<file path="src/rtl/t03_pkg.sv">
// Shared types and encodings for the team-03 control sequencer: FSM states,
// immediate-type selects, opcodes and datapath select codes.
package t03_pkg;

   typedef enum logic [2:0] {
      ST_FETCH     = 3'd0,
      ST_DECODE    = 3'd1,
      ST_EXECUTE   = 3'd2,
      ST_MEM       = 3'd3,
      ST_WRITEBACK = 3'd4,
      ST_HALT      = 3'd7
   } state_e;

   // Must stay in step with the encoding expected by t03_imm_generator
   typedef enum logic [2:0] {
      IMM_I    = 3'd0,
      IMM_S    = 3'd1,
      IMM_SB   = 3'd2,
      IMM_U    = 3'd3,
      IMM_UJ   = 3'd4,
      IMM_NONE = 3'd7
   } imm_type_e;

   localparam logic [6:0] OPC_OP     = 7'b0110011;
   localparam logic [6:0] OPC_OP_IMM = 7'b0010011;
   localparam logic [6:0] OPC_LOAD   = 7'b0000011;
   localparam logic [6:0] OPC_STORE  = 7'b0100011;
   localparam logic [6:0] OPC_BRANCH = 7'b1100011;
   localparam logic [6:0] OPC_JAL    = 7'b1101111;
   localparam logic [6:0] OPC_JALR   = 7'b1100111;
   localparam logic [6:0] OPC_LUI    = 7'b0110111;
   localparam logic [6:0] OPC_AUIPC  = 7'b0010111;

   localparam logic [1:0] PC_SEL_PLUS4  = 2'd0;
   localparam logic [1:0] PC_SEL_PC_IMM = 2'd1;
   localparam logic [1:0] PC_SEL_RS1    = 2'd2;

   localparam logic [1:0] WB_SEL_ALU   = 2'd0;
   localparam logic [1:0] WB_SEL_MEM   = 2'd1;
   localparam logic [1:0] WB_SEL_PC4   = 2'd2;
   localparam logic [1:0] WB_SEL_IMM   = 2'd3;

   typedef struct packed {
      logic      valid;
      imm_type_e immType;
      logic      aluSrcB;
      logic [1:0] pcSel;
      logic [1:0] wbSel;
      logic      isLoad;
      logic      isStore;
      logic      isBranch;
      logic      regWrite;
   } decode_t;

endpackage

</file>
<file path="src/rtl/t03_control_fsm_if.sv">
// Instruction-bus and data-bus handshake bundle between the control sequencer
// (master) and the memory side (slave).
interface t03_control_fsm_if;

   logic [31:0] inst;
   logic        i_ack;
   logic        i_req;
   logic        d_ack;
   logic        d_ren;
   logic        d_wen;

   modport master (
      input  inst,
      input  i_ack,
      input  d_ack,
      output i_req,
      output d_ren,
      output d_wen
   );

   modport slave (
      output inst,
      output i_ack,
      output d_ack,
      input  i_req,
      input  d_ren,
      input  d_wen
   );

endinterface

</file>
<file path="src/rtl/t03_opcode_decoder.sv">
// Purely combinational RV32I opcode decoder; the sequencer registers its
// result during DECODE.
module t03_opcode_decoder
   import t03_pkg::*;
(
   input  logic [6:0] opcode_i,
   output decode_t    dec_o
);

   // Unknown opcodes fall through with valid low and a harmless NONE select
   always_comb begin
      dec_o          = '0;
      dec_o.immType  = IMM_NONE;
      dec_o.pcSel    = PC_SEL_PLUS4;
      dec_o.wbSel    = WB_SEL_ALU;
      case (opcode_i)
         OPC_OP: begin
            dec_o.valid    = 1'b1;
            dec_o.regWrite = 1'b1;
         end
         OPC_OP_IMM: begin
            dec_o.valid    = 1'b1;
            dec_o.immType  = IMM_I;
            dec_o.aluSrcB  = 1'b1;
            dec_o.regWrite = 1'b1;
         end
         OPC_LOAD: begin
            dec_o.valid    = 1'b1;
            dec_o.immType  = IMM_I;
            dec_o.aluSrcB  = 1'b1;
            dec_o.wbSel    = WB_SEL_MEM;
            dec_o.isLoad   = 1'b1;
            dec_o.regWrite = 1'b1;
         end
         OPC_STORE: begin
            dec_o.valid    = 1'b1;
            dec_o.immType  = IMM_S;
            dec_o.aluSrcB  = 1'b1;
            dec_o.isStore  = 1'b1;
         end
         OPC_BRANCH: begin
            dec_o.valid    = 1'b1;
            dec_o.immType  = IMM_SB;
            dec_o.isBranch = 1'b1;
         end
         OPC_JAL: begin
            dec_o.valid    = 1'b1;
            dec_o.immType  = IMM_UJ;
            dec_o.pcSel    = PC_SEL_PC_IMM;
            dec_o.wbSel    = WB_SEL_PC4;
            dec_o.regWrite = 1'b1;
         end
         OPC_JALR: begin
            dec_o.valid    = 1'b1;
            dec_o.immType  = IMM_I;
            dec_o.aluSrcB  = 1'b1;
            dec_o.pcSel    = PC_SEL_RS1;
            dec_o.wbSel    = WB_SEL_PC4;
            dec_o.regWrite = 1'b1;
         end
         OPC_LUI: begin
            dec_o.valid    = 1'b1;
            dec_o.immType  = IMM_U;
            dec_o.wbSel    = WB_SEL_IMM;
            dec_o.regWrite = 1'b1;
         end
         OPC_AUIPC: begin
            dec_o.valid    = 1'b1;
            dec_o.immType  = IMM_U;
            dec_o.aluSrcB  = 1'b1;
            dec_o.regWrite = 1'b1;
         end
         default: begin
            dec_o.valid    = 1'b0;
         end
      endcase
   end

endmodule

</file>
<file path="src/rtl/t03_control_fsm.sv">
// Multi-cycle control sequencer for the team-03 RV32I core: fetch, decode,
// execute, optional memory access, writeback, with a sticky illegal halt.
module t03_control_fsm
   import t03_pkg::*;
#(
   parameter bit RESET_HALT = 1'b0
) (
   input  logic                clk,
   input  logic                rst,
   t03_control_fsm_if.master   bus,
   input  logic                en,
   input  logic                branch_taken,
   output logic [31:0]         ir,
   output logic [2:0]          imm_type,
   output logic                alu_src_b,
   output logic [1:0]          pc_sel,
   output logic                pc_en,
   output logic                reg_wen,
   output logic [1:0]          wb_sel,
   output logic                illegal,
   output logic [2:0]          state_o
);

   localparam state_e RESET_STATE = RESET_HALT ? ST_HALT : ST_FETCH;

   state_e      state_q,     state_d;
   logic [31:0] ir_q,        ir_d;
   imm_type_e   immType_q,   immType_d;
   logic        aluSrcB_q,   aluSrcB_d;
   logic [1:0]  pcSel_q,     pcSel_d;
   logic [1:0]  wbSel_q,     wbSel_d;
   logic        isLoad_q,    isLoad_d;
   logic        isStore_q,   isStore_d;
   logic        isBranch_q,  isBranch_d;
   logic        regWrite_q,  regWrite_d;
   logic        illegal_q,   illegal_d;

   decode_t     dec;

   t03_opcode_decoder u_decoder (
      .opcode_i (ir_q[6:0]),
      .dec_o    (dec)
   );

   always_ff @(posedge clk or posedge rst) begin
      if (rst) begin
         state_q    <= RESET_STATE;
         ir_q       <= '0;
         immType_q  <= IMM_I;
         aluSrcB_q  <= 1'b0;
         pcSel_q    <= '0;
         wbSel_q    <= '0;
         isLoad_q   <= 1'b0;
         isStore_q  <= 1'b0;
         isBranch_q <= 1'b0;
         regWrite_q <= 1'b0;
         illegal_q  <= 1'b0;
      end else begin
         state_q    <= state_d;
         ir_q       <= ir_d;
         immType_q  <= immType_d;
         aluSrcB_q  <= aluSrcB_d;
         pcSel_q    <= pcSel_d;
         wbSel_q    <= wbSel_d;
         isLoad_q   <= isLoad_d;
         isStore_q  <= isStore_d;
         isBranch_q <= isBranch_d;
         regWrite_q <= regWrite_d;
         illegal_q  <= illegal_d;
      end
   end

   // Decode fields are captured once in DECODE and held until the next DECODE,
   // except the branch target select, which is resolved on leaving EXECUTE.
   always_comb begin
      state_d    = state_q;
      ir_d       = ir_q;
      immType_d  = immType_q;
      aluSrcB_d  = aluSrcB_q;
      pcSel_d    = pcSel_q;
      wbSel_d    = wbSel_q;
      isLoad_d   = isLoad_q;
      isStore_d  = isStore_q;
      isBranch_d = isBranch_q;
      regWrite_d = regWrite_q;
      illegal_d  = illegal_q;
      case (state_q)
         ST_FETCH: begin
            if (en && bus.i_ack) begin
               ir_d    = bus.inst;
               state_d = ST_DECODE;
            end
         end
         ST_DECODE: begin
            immType_d  = dec.immType;
            aluSrcB_d  = dec.aluSrcB;
            pcSel_d    = dec.pcSel;
            wbSel_d    = dec.wbSel;
            isLoad_d   = dec.isLoad;
            isStore_d  = dec.isStore;
            isBranch_d = dec.isBranch;
            regWrite_d = dec.regWrite;
            if (!dec.valid) begin
               illegal_d = 1'b1;
               state_d   = ST_HALT;
            end else begin
               state_d   = ST_EXECUTE;
            end
         end
         ST_EXECUTE: begin
            if (isBranch_q) begin
               pcSel_d = branch_taken ? PC_SEL_PC_IMM : PC_SEL_PLUS4;
            end
            state_d = (isLoad_q || isStore_q) ? ST_MEM : ST_WRITEBACK;
         end
         ST_MEM: begin
            if (bus.d_ack) begin
               state_d = ST_WRITEBACK;
            end
         end
         ST_WRITEBACK: begin
            state_d = ST_FETCH;
         end
         ST_HALT: begin
            state_d = ST_HALT;
         end
         default: begin
            state_d = ST_HALT;
         end
      endcase
   end

   // Strobes depend on state alone (plus en for the fetch request), so an
   // asynchronous reset drops them in the same cycle; rst also masks i_req
   // while the FSM is held in FETCH by reset.
   always_comb begin
      bus.i_req = 1'b0;
      bus.d_ren = 1'b0;
      bus.d_wen = 1'b0;
      pc_en     = 1'b0;
      reg_wen   = 1'b0;
      case (state_q)
         ST_FETCH:     bus.i_req = en && !rst;
         ST_MEM: begin
            bus.d_ren = isLoad_q;
            bus.d_wen = isStore_q;
         end
         ST_WRITEBACK: begin
            pc_en   = 1'b1;
            reg_wen = regWrite_q;
         end
         default: begin
            bus.i_req = 1'b0;
         end
      endcase
   end

   assign ir        = ir_q;
   assign imm_type  = immType_q;
   assign alu_src_b = aluSrcB_q;
   assign pc_sel    = pcSel_q;
   assign wb_sel    = wbSel_q;
   assign illegal   = illegal_q;
   assign state_o   = state_q;

endmodule

</file>
<file path="src/flat_wrapper.sv">
// flat-port wrapper written by rule: the top's interface ports become plain ports
module t03_control_fsm_flat import t03_pkg::*;
#(
   parameter bit RESET_HALT = 1'b0
)
  (clk, rst, en, branch_taken, ir, imm_type, alu_src_b, pc_sel, pc_en, reg_wen, wb_sel, illegal, state_o, bus_inst, bus_i_ack, bus_d_ack, bus_i_req, bus_d_ren, bus_d_wen);
  t03_control_fsm_if bus_i ();
  input  logic clk;
  input  logic rst;
  input  logic en;
  input  logic branch_taken;
  output logic [31:0] ir;
  output logic [2:0] imm_type;
  output logic alu_src_b;
  output logic [1:0] pc_sel;
  output logic pc_en;
  output logic reg_wen;
  output logic [1:0] wb_sel;
  output logic illegal;
  output logic [2:0] state_o;
  input wire logic [$bits(bus_i.inst)-1:0] bus_inst;
  input wire logic [$bits(bus_i.i_ack)-1:0] bus_i_ack;
  input wire logic [$bits(bus_i.d_ack)-1:0] bus_d_ack;
  output wire logic [$bits(bus_i.i_req)-1:0] bus_i_req;
  output wire logic [$bits(bus_i.d_ren)-1:0] bus_d_ren;
  output wire logic [$bits(bus_i.d_wen)-1:0] bus_d_wen;
  assign bus_i.inst = bus_inst;
  assign bus_i.i_ack = bus_i_ack;
  assign bus_i.d_ack = bus_d_ack;
  assign bus_i_req = bus_i.i_req;
  assign bus_d_ren = bus_i.d_ren;
  assign bus_d_wen = bus_i.d_wen;
  t03_control_fsm #(.RESET_HALT(RESET_HALT)) u_core (.clk(clk), .rst(rst), .bus(bus_i), .en(en), .branch_taken(branch_taken), .ir(ir), .imm_type(imm_type), .alu_src_b(alu_src_b), .pc_sel(pc_sel), .pc_en(pc_en), .reg_wen(reg_wen), .wb_sel(wb_sel), .illegal(illegal), .state_o(state_o));
endmodule
</file>
<file path="config.mk">
export PLATFORM = sky130hd
export DESIGN_NAME = t03_control_fsm_flat
export DESIGN_NICKNAME = d
export VERILOG_FILES = /design/src/rtl/t03_pkg.sv /design/src/rtl/t03_control_fsm_if.sv /design/src/rtl/t03_opcode_decoder.sv /design/src/rtl/t03_control_fsm.sv /design/src/flat_wrapper.sv
export SDC_FILE = /design/constraint.sdc
export NUM_CORES = 1
export LEC_CHECK = 0
export ABC_AREA = 1
export ABC_CLOCK_PERIOD_IN_PS = 4350
export CORE_ASPECT_RATIO = 1.4
export CORE_MARGIN = 1.5
export CORE_UTILIZATION = 48
export DETAILED_ROUTE_END_ITERATION = 6
export DONT_BUFFER_PORTS = 1
export HOLD_SLACK_MARGIN = 0.03
export SETUP_SLACK_MARGIN = 0.2
export SLEW_MARGIN = 20
export SYNTH_ARGS = -nofsm -noshare
export SYNTH_HDL_FRONTEND = slang
export SYNTH_SLANG_ARGS = --single-unit
</file>
<file path="constraint.sdc">
create_clock -name clk -period 4.35 [get_ports clk]
set_input_delay 0.435 -clock clk [delete_from_list [all_inputs] [get_ports clk]]
set_output_delay 0.435 -clock clk [all_outputs]
set_load 0.03 [all_outputs]
</file>
After elaboration in Yosys (flattened, before gate mapping)

Cells that the tools add are included.
Widths: inputs -> output; s select.

Output and inout port bits: 49
Memories kept: 0
Bits in registers: 48
Memory bits (read-only): 0
Logic and storage cells: 66
Input bits: 38
Bits in writable memories: 0
Bits in latches: 0

Divide/modulo/power cells: 0
Equality and inequality tests: 16
Add/subtract/negate cells: 0
Multiplexer cells: 22
$lt $le $gt $ge: 0
Reductions and logical operators: 16
Bitwise gates (word level): 1
$mul: 0
Shift-type cells: 0

Operators by type and width:

| operator           | number |
|---|---|
| $pmux 3 s5         | 2 |
| $eq 7x6->1 const B | 3 |
| $eq 7x7->1 const B | 3 |
| $eq 7x5->1 const B | 2 |
| $mux 1             | 12 |
| $mux 3             | 4 |
| $reduce_or 9->1    | 1 |
| $pmux 2 s2         | 2 |
| $reduce_and 2->1   | 4 |
| $eq 7x2->1 const B | 1 |
| $reduce_or 7->1    | 1 |
| $eq 3x2->1 const B | 2 |
| $pmux 2 s3         | 1 |
| $reduce_or 5->1    | 1 |
| $ne 2x1->1 const B | 2 |
| $reduce_or 2->1    | 2 |
| $eq 3x1->1 const B | 1 |
| $eq 3x3->1 const B | 1 |
| $logic_not 3->1    | 1 |
| $reduce_or 3->1    | 1 |
| $logic_and 1x1->1  | 2 |
| $mux 2             | 1 |
| $ne 2x2->1 const B | 1 |
| $reduce_bool 2->1  | 1 |
| other kinds (3)    | 3 |

Longest topological paths before layout

Depth in word-level cells: 5
Mapped depth: 8
Gate-level depth less buffers: 8

Modules after synthesis

From an unflattened synthesis, not the netlist that was laid out.

Cells, all modules: 284
Area, all modules: 2,308.5 um^2

Modules (own cells, without submodules):

| module             | sequential area each (um^2) | cells an instance | instances | area an instance (um^2) |
|---|---|---|---|---|
| t03_control_fsm    | 1,201.2                     | 239               | 1         | 2,080.7 |
| t03_opcode_decoder | 0.0                         | 45                | 1         | 227.7 |

Worst setup path before layout

OpenSTA, ideal clock, no wires.

Path kind: register to output
From: register u_core.state_q[2] (netlist: u_core.state_o[2])
To: output port reg_wen
Cell stages (with the launch flop): 3
Path buffers: 0
Slack: 2,310 ps
Required time: 3,915 ps
Arrival time: 1,605 ps
Path through: dfrtp_1 inv_1 nor3b_1

Cells in the longest elaborated chain, start to end: 2

RTL lines:

| element                | RTL line               | RTL |
|---|---|---|
| from (decl)            | t03_control_fsm.sv:26  | `state_e state_q, state_d;` |
| from (signal assigned) | t03_control_fsm.sv:59  | `state_q <= state_d;` |
| $eq 3x3->1             | t03_control_fsm.sv:142 | `case (state_q)` |
| $mux 1                 | t03_control_fsm.sv:142 |  |
| to (decl)              | flat_wrapper.sv:17     | `output logic reg_wen;` |

Every way passes these cells.

Worst setup path in the final report

Same ends and word-level chain as after synthesis.

==> metrics.md <==
| Metric | Value |
|---|---|
| Clock Root Buffer | clkbuf_8 |
| Complex-gate fraction of the synthesized area | 0.0554 |
| Setup Viol. Count Final | 0 |
| Mux contribution to synthesized area | 0.169 |
| DIE WIDTH | 60.7 um |
| DR vias | 1438 |
| Die Ht | 83.8 um |
| Drt total wl | 4090 um |
| PwrDens | 307 mW/mm^2 |
| Fin area | 0.00235 mm^2 |
| Layout fillers | roughly 450 |
| Hold Crit Class | in2async |
| Final hold vios | 0 |
| Leak | 1.28 nW |
| Clock Path Buffers | 2 |
| Max-slew headroom | 0.355 |
| End of the critical path | reg_wen |
| Final net count | 250 |
| TritonCTS Sinks | 48 |
| GR Overflow Total | 0 |
| # diodes | 0 |
| Clk_lat worst skew | ~290 ps |
| DR iter-0 viols | 49 |
| Port bufs | 0 |
| R2R Setup Slk | 2390 ps |
| Post-cts hold buffer count | 0 |
| DRT Pass-1 Iters | 4 |
| Post-synth top cells | dfrtp_1, nor2_1, nand2_1 |
| MaxCap Viol Count | 0 |
| GRT Total Usage | 0.172 |
| CP endpoint kind | output port |
| EDFF count, synth | 0 |
| Setup WS post-layout | 1910 ps |
| Status | completed |
| Unrepaired setup endpoints after global routing | no |
| VDD IR-drop max | 210 uV |
| TNS Setup | 0 ps |
| Starting Density | 0.497 |
| Fin crit period | 2440 ps |
| F_max | 0.410 GHz |
| Final ANT Viol Nets | 0 |
| Unique cell type count in the Yosys netlist | 25 |
| Synth area leader | dfrtp_1 |
| Placed cell count | 267 |
| Pre-CTS WS | between 2000 and 2500 ps |
| Post-synth ARST share | 1.00 |
| Crit start category | flop |
| Avg Synthesized Cell Area | ~11 um^2 |
| DR DRC count | 0 |
| Crit-path slowest cell | nor3b_1 |
| CTS resizes | 0 |
| Register bit total from synthesis | 48 |
| Post-synthesis sequential area ratio | 0.537 |
| Die area | around 0.0051 mm^2 |
| Synth top area share | 0.537 |
| Setup CP Type | reg2out |
| Wire per inst | between 10 and 15 um |
| Layout area overhead | 5.26% |
| WHS | 240 ps |
| Initial antenna violation count | 0 |
| Synthesized cell area | between 0.002 and 0.0025 mm^2 |
| Worst slew pin tran | 966 ps |
| Slowest cell delay on critical path | 830 ps |
| Top FF cell, synth | dfrtp_1 |
| Hpwl dp | 3060 um |
| Top Ports | 87 |
| Cells after Synth | between 200 and 250 |
| CP arrival | ~2000 ps |
| H-tree levels | 2 |
| RR Endpoint | u_core.imm_type[1]$_DFFE_PP0P_ |
| Setup bufs post-CTS | 0 |
| First-pass GRT wire length | between 6000 and 7000 um |
| Post-synth net total | 247 |
| Synth Area in Simple Gates | 0.172 |
| Largest net degree at the start of global routing | roughly 50 |
| CTS tree | built |
| FF-to-FF Start | u_core.state_o[0]$_DFFE_PP0P_ |
| Adder-Cell Fraction of Synth Area | 0 |
| Top post-synthesis cells by area | dfrtp_1, mux2_4, nor2_1, nand2_1, inv_1 |
| Core area | about 0.0045 mm^2 |
| Final Cycle Share | 0.561 |
| Share of cells above drive strength 1 | 0.211 |
| Final Power | 0.722 mW |
| Final Max Tran Viols | 0 |
| Yosys Warn Count | 0 |
| R2R depth | 7 |
| Placed Instance Area | 0.00226 mm^2 |
| Fin util | 0.523 |
| Worst setup path start | u_core.state_o[2]$_DFFE_PP0P_ |
| CP max FO | 5 |
| CP Cell Sequence | inv_1, nor3b_1 |
| XOR/XNOR Fraction of Synth Area | 0 |
| Final Skew | 2.66 ps |
| Vias/cell | between 5 and 6 |
| Number of CTS-inserted buffers | 5 |
| Vias in the first global route | 1535 |
| Clock transition at path regs | 80 ps |
| Cell with the most instances after synthesis | dfrtp_1 |
| Largest family of logic cells by synthesized area | simple AND/OR/NAND/NOR gates |
| Worst path required time | about 3900 ps |
| RD Place Congestion | 0.783 |
| FP Rows | 29 |
| Layout Cells excl Fill | between 200 and 300 |
cell usage in the layout, fill, tap and decap left out, drive strengths merged:
cell    instances
dfrtp          48
inv            24
nor3b           1
nand3           8
nor2           38
o22ai           1
nand2          31
nand4           2
a31oi           4
nor3            3
mux2           27
a21oi          10
o21ai           7
clkinv          3
clkbuf          6
kinds of logic (layout without fill, tap and decap cells):
family	Yosys count	after routing
AND/OR/NAND/NOR	83	83
flip-flops	48	48
buffers and inverters	29	33
multiplexers	27	27
AO/OA/AOI/OAI	22	22
where the power goes:
group          switching [mW]  leakage (nW)  total, mW  internal [mW]
clock network           0.140        0.0510      0.267          0.127
logic                 0.00908         0.600     0.0100       0.000927
registers                   0         0.624      0.446          0.446
worst min-delay path by stage:
stage                                        startpoint                       endpoint  slack (ps)
final                                               rst      u_core.ir[27]$_DFFE_PP0P_         240
after global routing                       bus_inst[22]      u_core.ir[22]$_DFFE_PP0P_         260
after CTS                                           rst     u_core.illegal$_DFFE_PP0P_         270
after detailed placement  u_core.isBranch_q$_DFFE_PP0P_  u_core.isBranch_q$_DFFE_PP0P_         520
after global placement    u_core.isBranch_q$_DFFE_PP0P_  u_core.isBranch_q$_DFFE_PP0P_         520
after floorplan             u_core.isLoad_q$_DFFE_PP0P_    u_core.isLoad_q$_DFFE_PP0P_         490
flip-flops by register name (all words and copies together) (netlist names):
register,cells
u_core.illegal,1
u_core.ir,32
u_core.isStore_q,1
u_core.imm_type,3
u_core.isLoad_q,1
u_core.regWrite_q,1
u_core.alu_src_b,1
u_core.pc_sel,2
u_core.isBranch_q,1
u_core.state_o,3
u_core.wb_sel,2
area by class of cell:
type / instances / area [um^2] / share of cell area
Sequential cell: 48 / 1200 / 0.510
Clock inverter: 2 / 10.0 / 0.00425
Multi-Input combinational cell: 132 / 888 / 0.377
Inverter: 25 / 95.1 / 0.0404
Tap cell: 62 / 77.6 / 0.0329
Clock buffer: 6 / 82.6 / 0.0351
layer usage:
metal  up-vias  share of wire  track usage
met1       691           0.37        0.180
li1        680              -            -
met5         -              0            0
met2        60           0.54        0.304
met3         7          0.069       0.0512
met4         0          0.020       0.0711
critical path: cells and delay by family, from the launching register on:
| family | cells | cell delay (ps) |
|---|---|---|
| simple gates | 1 | 830 |
| flops | 1 | 700 |
| buf+inv | 1 | 180 |
(Power assumes the default switching activity.)
